<file path="src/rtl/uart_pkg.sv">
// uart_pkg: shared UART frame constants, arbiter state encoding and a wrap helper.
package uart_pkg;
    typedef enum logic [1:0] {IDLE, ARB, LOCK} arb_state_t;
    localparam logic START = 1'b0;
    localparam logic STOP = 1'b1;
    localparam int DATA_BITS = 8;
    localparam int CLKS_PER_BIT_DEF = 434;
    function automatic int rr_wrap(input int v, input int n);
        return v >= n ? v - n : v;
    endfunction
endpackage

</file>
<file path="src/rtl/uart_tx_core.sv">
// uart_tx_core: bit timer and 8N1 serializer; done marks the last cycle of the stop bit.
module uart_tx_core
    import uart_pkg::*;
#(
    parameter int CLKS_PER_BIT = CLKS_PER_BIT_DEF
) (
    input  logic                 clk_50M,
    input  logic                 rst_n,
    input  logic                 start,
    input  logic [DATA_BITS-1:0] data,
    output logic                 tx,
    output logic                 busy,
    output logic                 done
);
    localparam int CW = $clog2(CLKS_PER_BIT);
    localparam logic [3:0] LAST_BIT = 4'(DATA_BITS + 1);
    logic [CW-1:0] cyc;
    logic [3:0] bit_idx;
    logic [DATA_BITS-1:0] shreg;
    logic bit_end;
    assign bit_end = cyc == CW'(CLKS_PER_BIT - 1);
    assign done = busy && bit_end && bit_idx == LAST_BIT;
    // Idle line is driven from busy so an asynchronous reset releases tx at once.
    assign tx = !busy ? STOP : bit_idx == '0 ? START : bit_idx == LAST_BIT ? STOP : shreg[0];
    always_ff @(posedge clk_50M or negedge rst_n) begin
        if (!rst_n) begin
            busy <= 1'b0;
            cyc <= '0;
            bit_idx <= '0;
            shreg <= '0;
        end else if (start) begin
            busy <= 1'b1;
            cyc <= '0;
            bit_idx <= '0;
            shreg <= data;
        end else if (busy) begin
            cyc <= bit_end ? '0 : cyc + 1'b1;
            if (bit_end) begin
                busy <= bit_idx != LAST_BIT;
                bit_idx <= bit_idx == LAST_BIT ? '0 : bit_idx + 1'b1;
                shreg <= bit_idx == '0 ? shreg : shreg >> 1;
            end
        end
    end
endmodule

</file>
<file path="src/rtl/uart_tx_arbiter.sv">
// uart_tx_arbiter: round-robin, packet-locking arbiter sharing one UART transmitter.
// Define UART_ARB_LOCK_TIMEOUT_EN to drop a lock left idle for LOCK_TIMEOUT_BITS bit periods.
module uart_tx_arbiter
    import uart_pkg::*;
#(
    parameter int NUM_REQ = 4,
    parameter int CLKS_PER_BIT = CLKS_PER_BIT_DEF,
    parameter int LOCK_TIMEOUT_BITS = 16
) (
    input  logic                       clk_50M,
    input  logic                       rst_n,
    input  logic [NUM_REQ-1:0]         req_valid,
    input  logic [NUM_REQ*8-1:0]       req_data,
    input  logic [NUM_REQ-1:0]         req_last,
    output logic [NUM_REQ-1:0]         req_ready,
    output logic [$clog2(NUM_REQ)-1:0] grant_id,
    output logic                       busy,
    output logic                       tx
);
    localparam int IW = $clog2(NUM_REQ);
    arb_state_t state, state_n;
    logic [IW-1:0] ptr, ptr_n, grant_n, sel, grant_inc;
    logic [7:0] data_sel;
    logic core_busy, core_done, core_ready, accept, pkt_end, timeout;

    generate
        if (NUM_REQ < 2 || NUM_REQ > 8 || CLKS_PER_BIT < 4 || LOCK_TIMEOUT_BITS < 1) begin : g_bad_param
            $error("uart_tx_arbiter: parameter out of range");
        end
    endgenerate

    // A new byte may enter as the previous stop bit finishes, keeping frames gap-free.
    assign core_ready = !core_busy || core_done;
    assign accept = state == LOCK && req_valid[grant_id] && core_ready;
    assign pkt_end = accept && req_last[grant_id];
    assign req_ready = accept ? NUM_REQ'(1) << grant_id : '0;
    assign data_sel = req_data[8*grant_id +: 8];
    assign grant_inc = IW'(rr_wrap(int'(grant_id) + 1, NUM_REQ));
    assign busy = state != IDLE || core_busy;

    // Lowest offset from the pointer wins, so scan downward and let later hits override.
    always_comb begin
        sel = ptr;
        for (int i = NUM_REQ - 1; i >= 0; i--)
            if (req_valid[IW'(rr_wrap(int'(ptr) + i, NUM_REQ))]) sel = IW'(rr_wrap(int'(ptr) + i, NUM_REQ));
    end

`ifdef UART_ARB_LOCK_TIMEOUT_EN
    localparam int TO_CYCLES = LOCK_TIMEOUT_BITS * CLKS_PER_BIT;
    localparam int TW = $clog2(TO_CYCLES);
    logic [TW-1:0] to_cnt;
    assign timeout = state == LOCK && !core_busy && !accept && to_cnt == TW'(TO_CYCLES - 1);
    always_ff @(posedge clk_50M or negedge rst_n)
        if (!rst_n) to_cnt <= '0;
        else to_cnt <= (state == LOCK && !core_busy && !accept) ? to_cnt + 1'b1 : '0;
`else
    assign timeout = 1'b0;
`endif

    always_ff @(posedge clk_50M or negedge rst_n) begin
        if (!rst_n) begin
            state <= IDLE;
            ptr <= '0;
            grant_id <= '0;
        end else begin
            state <= state_n;
            ptr <= ptr_n;
            grant_id <= grant_n;
        end
    end

    always_comb begin
        state_n = state;
        grant_n = grant_id;
        ptr_n = ptr;
        case (state)
            IDLE: state_n = |req_valid ? ARB : IDLE;
            ARB: begin
                state_n = |req_valid ? LOCK : IDLE;
                grant_n = |req_valid ? sel : grant_id;
            end
            LOCK: if (pkt_end || timeout) begin
                state_n = IDLE;
                ptr_n = grant_inc;
            end
            default: state_n = IDLE;
        endcase
    end

    uart_tx_core #(.CLKS_PER_BIT(CLKS_PER_BIT)) u_core (
        .clk_50M(clk_50M),
        .rst_n(rst_n),
        .start(accept),
        .data(data_sel),
        .tx(tx),
        .busy(core_busy),
        .done(core_done)
    );
endmodule

</file>
<file path="config.mk">
export PLATFORM = sky130hd
export DESIGN_NAME = uart_tx_arbiter
export DESIGN_NICKNAME = d
export VERILOG_FILES = /design/src/rtl/uart_pkg.sv /design/src/rtl/uart_tx_core.sv /design/src/rtl/uart_tx_arbiter.sv
export SDC_FILE = /design/constraint.sdc
export NUM_CORES = 1
export LEC_CHECK = 0
export CAP_MARGIN = 10
export CORE_ASPECT_RATIO = 1.1
export CORE_UTILIZATION = 51
export CTS_BUF_LIST = sky130_fd_sc_hd__clkbuf_4 sky130_fd_sc_hd__clkbuf_8
export DETAILED_ROUTE_END_ITERATION = 7
export GPL_TIMING_DRIVEN = 0
export PLACE_DENSITY = 0.94
export SETUP_SLACK_MARGIN = 0.15
export SYNTH_ARGS = -nofsm -noshare
export SYNTH_HDL_FRONTEND = slang
export SYNTH_SLANG_ARGS = --single-unit
</file>
<file path="constraint.sdc">
create_clock -name clk_50M -period 2.75 [get_ports clk_50M]
set_clock_uncertainty 0.05 [all_clocks]
set_input_delay 0.55 -clock clk_50M [delete_from_list [all_inputs] [get_ports clk_50M]]
set_output_delay 0.55 -clock clk_50M [all_outputs]
set_load 0.1 [all_outputs]
</file>
==> results of run 1 <==
[synthesized netlist by cell type, types with 2 or more instances]
master and number:
nor3b_1 3, mux2_4 2, nor4_1 2, ha_1 9, clkbuf_1 5, o21ai_0 10
nor3_1 3, o31ai_1 2, nand3_1 13, nand4_1 2, nand2b_1 2, nor2_1 5
mux2_2 3, a31oi_1 3, dfrtp_1 28, mux2i_1 4, mux4_2 9, o221a_1 7
buf_2 2, nand2_1 12, a21o_1 3, inv_1 14, a21oi_1 8, nor2b_1 3
o22ai_1 3, and3_1 6
[registers in the layout (all words and copies together) (netlist names)]
register	cells
ptr	2
u_core.busy	1
grant_id	2
state	2
u_core.bit_idx	4
u_core.cyc	9
u_core.shreg	8
[kinds of logic after synthesis]
family,count (synthesis),synth area share
AO/OA/AOI/OAI,50,0.1991
XOR/XNOR,1,0.004526
adder cells (fa/ha/maj),9,0.05818
buffers and inverters,21,0.04202
flip-flops,28,0.3620
multiplexers,18,0.1584
AND/OR/NAND/NOR,60,0.1758
[final timing paths]
check | start | endpoint | slack (ns)
worst max-delay path | u_core.bit_idx[1]$_DFFE_PN0P_ | req_ready[1] | 0.18
worst min-delay path | rst_n | u_core.cyc[7]$_DFFE_PN0P_ | 0.22
worst max register to register | grant_id[1]$_DFFE_PN0P_ | u_core.shreg[2]$_DFFE_PN0P_ | 0.44
worst min register to register | state[1]$_DFFE_PN0P_ | state[0]$_DFFE_PN0P_ | 0.50
max in group asynchronous | rst_n | u_core.bit_idx[0]$_DFFE_PN0P_ | 1.97
min in group clk_50M | state[1]$_DFFE_PN0P_ | state[0]$_DFFE_PN0P_ | 0.50
[repair_timing]
item | in CTS | in global routing
pin swaps | 2 | 1
setup endpoints to repair | 6 | 5
buffers inserted | 7 | 3
resized for setup | 50 | 13
endpoints found under the hold margin | 0 | 0
[final cells by class]
cell class,instances,area share
Buffer,6,0.01392
Clock buffer,4,0.01810
Inverter,14,0.01949
Multi-Input combinational cell,138,0.4455
Sequential cell,28,0.2613
Tap cell,50,0.02320
Timing Repair Buffer,59,0.2186
[routing by layer]
metal  track usage  vias up  wire length (um)
li1              -      840                 -
met1        0.3217      939              1959
met2        0.4712      138              2859
met3       0.05049       28               410
met4        0.1449        0               206
met5             0        -                 0
[where the power goes]
part / leakage, nW / internal (W) / total [W] / switching, W
Sequential: 0.355 / 0.000444 / 0.000496 / 0.0000520
Combinational: 0.760 / 0.000298 / 0.000662 / 0.000364
Clock: 0.0262 / 0.000114 / 0.000242 / 0.000128
Total: 1.14 / 0.000856 / 0.00140 / 0.000543
[stage by stage]
step | hold WS [ns] | total power (W) | setup TNS [ns]
after CTS | 0.4572 | 0.001376 | 0
after floorplan | 0.2044 | 0.0009436 | -0.02545
after global placement | 0.4265 | 0.001101 | -4.476
after global routing | 0.2768 | 0.001466 | 0
final | 0.2215 | 0.001399 | 0
after detailed placement | 0.4374 | 0.001128 | -4.817
==> run metrics, run 1 <==
outcome=finished clean; Peak VDD IR=0.7589 mV; Top FF cell, synth=dfrtp_1; Design Area, Final=0.002696 mm^2; Final Worst Setup Slack=0.1844 ns; CP max-delay cell=dfrtp_1; syn_nets=238; Pleak=1.141 nW; First-pass DRT Iterations=5; Sink Count=28; commonest non-fill, non-tap cell in the layout=clkdlybuf4s50_1; Core Util, Final=0.7436; unrepaired setup endpoints after global routing=false; area delta synth->final=39.30%; routed length per instance=18.18 um; Clock Root Buffer=clkbuf_8; routed vias=1945; Clock Tree Buf Depth=2; CP Depth=7; Pwr Density=518.9 mW/mm^2; gpl congestion=0.8345; antenna fix cells=0; Layout Nets=301; Area after DPL=0.002501 mm^2; cell area after synthesis=0.001936 mm^2; cell taking the most area after synthesis=dfrtp_1; largest net degree at the start of global routing=29; worst skew pair latency=0.28 ns; Cells after Synth=187; non-filler cells, final=299; crit-path cells=inv_2, ha_4, nand3b_1, o31ai_4, clkbuf_8, and3_2, buf_12; TritonCTS buffer count=3; Reg2Reg Depth=4; H-Tree Depth=1; arrival time worst endpoint=1.97 ns; Cell variety after synth=50; initial antenna violation count=0; fillcell total=234; Post-route DRC=0; flops & latches, synth=28; f_max=389.8 MHz; CTS Hold Bufs=0; max-cap viol count=0; post-synthesis async set-or-reset flop share=1.000; number of enable flip-flop cells after synthesis=0; final global-route overflow total=0; die height=66.62 um; global-route usage over all layers=0.2757; setup-violating endpoint count in the final report=0; Worst-path clk slew=0.10 ns; Slew Viols, Final=0; die area=0.004046 mm^2; final hold violations=0; routed wire length=5435 um; I/O Buffers=49; Synth Warn #=0; DR vias/cell=6.505; Final Critical Period=2.566 ns; first-pass GRT wire length=8176 um; Rows=23; most frequent cells in the layout=38 x clkdlybuf4s50_1, 25 x dfrtp_1, 13 x inv_1, 13 x nand3_1, 12 x nand2_1; Register Area=704.4 um^2; pre-CTS WS=-1.166 ns; CTS tree=built; drt initial violations=124; DP HPWL=3558 um; Worst slew margin=0.3548; share of cells above drive strength 1=0.2329; Multi-input gate area=0.001201 mm^2; I/O pin total=50; CP max FO=6; crit start category=register; crit-path leading delay family=buffers and inverters; Inst Count DP=286; Syn Area/Cell=10.35 um^2; vias in the first global route=1830; Die W=60.74 um; worst setup path class=register to output pin; Hold WC Path Type=input pin to async pin; core footprint=0.003626 mm^2; Max stage delay on crit path=0.41 ns; synth top area cells=dfrtp_1 36%, mux4_2 10%, ha_1 5.8%, o221a_1 4.1%, nand3_1 3.4%; WP buf/inv=3; Critical Path RT=2.15 ns; post-synthesis sequential area ratio=0.3620; Initial Util=0.5338; worst-margin pin slew=0.9648 ns; Setup crit end kind=output pin; Antenna Violating Nets Remaining=0; Synth top area share=0.3620; Final period util=0.9329
(Power assumes the default switching activity.)
==> inputs of run 2 (changes only) <==
--- a/config.mk
+++ b/config.mk
@@ -5,10 +5,12 @@
 export SDC_FILE = /design/constraint.sdc
 export NUM_CORES = 1
 export LEC_CHECK = 0
+export ABC_AREA = 1
 export CAP_MARGIN = 10
 export CORE_ASPECT_RATIO = 1.1
-export CORE_UTILIZATION = 51
+export CORE_UTILIZATION = 52
 export CTS_BUF_LIST = sky130_fd_sc_hd__clkbuf_4 sky130_fd_sc_hd__clkbuf_8
+export CTS_CLUSTER_DIAMETER = 80
 export DETAILED_ROUTE_END_ITERATION = 7
 export GPL_TIMING_DRIVEN = 0
 export PLACE_DENSITY = 0.94
==> run 2 against run 1 <==
Compared with the run above: routed wire length is 6.0% lower; worst hold slack worse by 0.0026 ns; fmax is 0.63% higher; worst setup slack better by 0.016 ns; die area is 5.0% higher; combinational power is 2% higher; global-route usage is 3.8 points lower.
==> run metrics, run 2 <==
Clock Root Buffer=clkbuf_8; reg2reg end=u_core.shreg[3]$_DFFE_PN0P_; gpl congestion=0.8866 (+6.2%); routed length per instance=12.59 um (-31%); Syn Area/Cell=6.989 um^2 (-32%); non-filler cells, final=406 (+36%); most frequent cells in the layout=77 x nand2_1, 39 x clkdlybuf4s50_1, 35 x nor2_1; CP startpoint=req_valid[0]; Peak VDD IR=0.5309 mV (-30%); setup-violating endpoint count in the final report=0 (unchanged); Pwr Density=523.1 mW/mm^2 (+0.81%); CTS Hold Bufs=0 (unchanged); Die W=62.24 um (+2.5%); Area after DPL=0.002665 mm^2 (+6.6%); post-synthesis async set-or-reset flop share=1.000 (unchanged); cell area after synthesis=0.002076 mm^2 (+7.2%); syn_nets=348 (+46%); vias in the first global route=1842 (+0.66%); setup TNS=0 ns (unchanged); H-Tree Depth=1 (unchanged); max-cap viol count=0 (unchanged); most frequent cells after synthesis=78 x nand2_1, 39 x nor2_1, 31 x inv_1; Hold WC Path Type=input pin to async pin; post-synthesis sequential area ratio=0.3376 (-0.02444); Critical Path RT=2.15 ns (about the same); worst-margin pin slew=0.9673 ns (+0.002502 ns); worst setup path class=input pin to output pin; Clock Tree Buf Depth=2 (unchanged); Design Area, Final=0.002844 mm^2 (+5.5%); number of enable flip-flop cells after synthesis=0 (unchanged); I/O pin total=50 (unchanged); RR Startpoint=u_core.bit_idx[1]$_DFFE_PN0P_; flops & latches, synth=28 (unchanged); arrival time worst endpoint=1.95 ns (-0.02 ns); Post-route DRC=0 (unchanged); Top FF cell, synth=dfrtp_1; Pleak=1.423 nW (+25%); Final period util=0.9271 (-0.005831); die height=68.27 um (+2.5%); Final Critical Period=2.550 ns (-0.01604 ns); Initial Util=0.5548 (+0.02103); Most flops, register=u_core.cyc; Slew Viols, Final=0 (unchanged); Rows=23 (unchanged); TritonCTS buffer count=3 (unchanged); hold slack=0.2189 ns (-0.002598 ns); core footprint=0.003741 mm^2 (+3.2%); worst skew pair latency=0.28 ns (about the same); Layout Nets=408 (+36%); global-route usage over all layers=0.2379 (-0.03774); routed vias=2161 (+11%); Cells after Synth=297 (+59%); count leader, synth=nand2_1; Synth top area share=0.3376 (-0.02444); R2R setup slack=0.79 ns (+0.35 ns); max layer used=met4; pre-CTS WS=-0.7921 ns (+0.3736 ns); Worst slew margin=0.3531 (-0.001674); outcome=finished clean; DR vias/cell=5.323 (-18%); Regs by FF count=u_core.cyc: 9 flops, u_core.shreg: 8 flops, u_core.bit_idx: 4 flops; share of cells above drive strength 1=0.1601 (-0.07282); I/O Buffers=49 (unchanged); CTS tree=built; met3 routed WL=249 um (-39%); final global-route overflow total=0 (unchanged); DR WL met2=2624 um (-8.2%); final hold violations=0 (unchanged); initial antenna violation count=0 (unchanged); First-pass DRT Iterations=4 (-1); Worst-path clk slew=0.10 ns (about the same); f_max=392.2 MHz (+0.63%); area delta synth->final=37.01%; synth top area cells=dfrtp_1 34%, nand2_1 14%, nor2_1 7.1%, o21ai_0 6.8%, inv_1 5.6%; CP max FO=7 (+1); Synth Warn #=0 (unchanged); Antenna Violating Nets Remaining=0 (unchanged); antenna fix cells=0 (unchanged); Sink Count=28 (unchanged); crit start category=input pin; met1 wire length=2167 um (+11%); Setup crit end kind=output pin; CP endpoint=req_ready[2]; largest net degree at the start of global routing=29 (unchanged); max FFs per register=9 (unchanged); die area=0.004249 mm^2 (+5.0%); Final Worst Setup Slack=0.2004 ns (+0.01603 ns); first-pass GRT wire length=7886 um (-3.5%); Inst Count DP=396 (+38%); routed wire length=5111 um (-6.0%); unrepaired setup endpoints after global routing=true; cell taking the most area after synthesis=dfrtp_1; Reg2Reg Depth=14 (+10); Cell variety after synth=30 (-40%); commonest non-fill, non-tap cell in the layout=nand2_1; drt initial violations=125 (+0.81%); DP HPWL=3694 um (+3.8%)
[run 2: cell count changes after synthesis, sizes merged, moves of 5 or more]
cell / delta
and3: -5
mux4: -9
nor2: +36
nand2: +75
o21ai: +26
o221a: -7
mux2: -5
buf: +6
inv: +20
o22a: +7
[run 2: cell families (layout without fill, tap and decap cells)]
logic type	after synthesis	count (layout)	share of synthesized area
fa+ha+maj	9	9	0.05425
simple gates	151	151	0.3213
xor+xnor	5	5	0.02110
buf+inv	45	104	0.1013
flops	28	28	0.3376
compound gates	59	59	0.1646
[run 2: per-stage QoR]
step | power [W] | util
2_1_floorplan | 0.0009450 | -
3_3_place_gp | 0.001126 | 0.7124
3_5_place_dp | 0.001137 | 0.7124
4_1_cts | 0.001481 | 0.7418
5_1_grt | 0.001570 | 0.7602
6_report | 0.001488 | 0.7602
[run 2: final cells by class]
class | instances | area, um^2
inverters | 35 | 135.1
clock inverters | 1 | 30.03
flip-flops and latches | 28 | 703.2
repair buffers | 55 | 576.8
well taps | 50 | 62.56
plain buffers | 10 | 83.83
fillers | 271 | 897.1
clock buffers | 3 | 41.29
multi-input cells | 224 | 1211
[run 2: critical path, stage by stage]
cell and delay (ns):
clkdlybuf4s50_1 0.47, inv_2 0.06, nand2_1 0.05, nand3_1 0.06, nand2_1 0.07, nand2_2 0.07
inv_2 0.07, nand2_4 0.08, buf_12 0.15, nor2_4 0.13, buf_12 0.18
[run 2: power breakdown]
part	switching (W)	internal (W)	total (W)
clock	0.000141	0.000195	0.000337
combinational	0.000422	0.000256	0.000678
sequential	0.0000320	0.000441	0.000473
total	0.000595	0.000893	0.00149
[run 2: what timing repair did]
action                     CTS  global route
cloned                       0             0
setup buffers                1             5
gates resized for setup     38            15
pin swaps                    1             3
setup endpoints to repair    6             5
[run 2: metal layers]
metal / up-vias / global-route usage
met1: 1011 / 0.2804
met2: 72 / 0.4464
li1: 1072 / -
met5: - / 0
met3: 6 / 0.02500
met4: 0 / 0.1047
[run 2: worst min-delay path by stage]
stage | slack, ns | startpoint | cells past startpoint | end
after floorplan | 0.20 | rst_n | 0 | grant_id[0]$_DFFE_PN0P_
after global placement | 0.41 | u_core.shreg[7]$_DFFE_PN0P_ | 2 | u_core.shreg[7]$_DFFE_PN0P_
after detailed placement | 0.42 | u_core.shreg[3]$_DFFE_PN0P_ | 2 | u_core.shreg[3]$_DFFE_PN0P_
after CTS | 0.44 | u_core.shreg[3]$_DFFE_PN0P_ | 2 | u_core.shreg[3]$_DFFE_PN0P_
after global routing | 0.28 | rst_n | 1 | u_core.cyc[4]$_DFFE_PN0P_
final | 0.22 | rst_n | 1 | u_core.cyc[5]$_DFFE_PN0P_
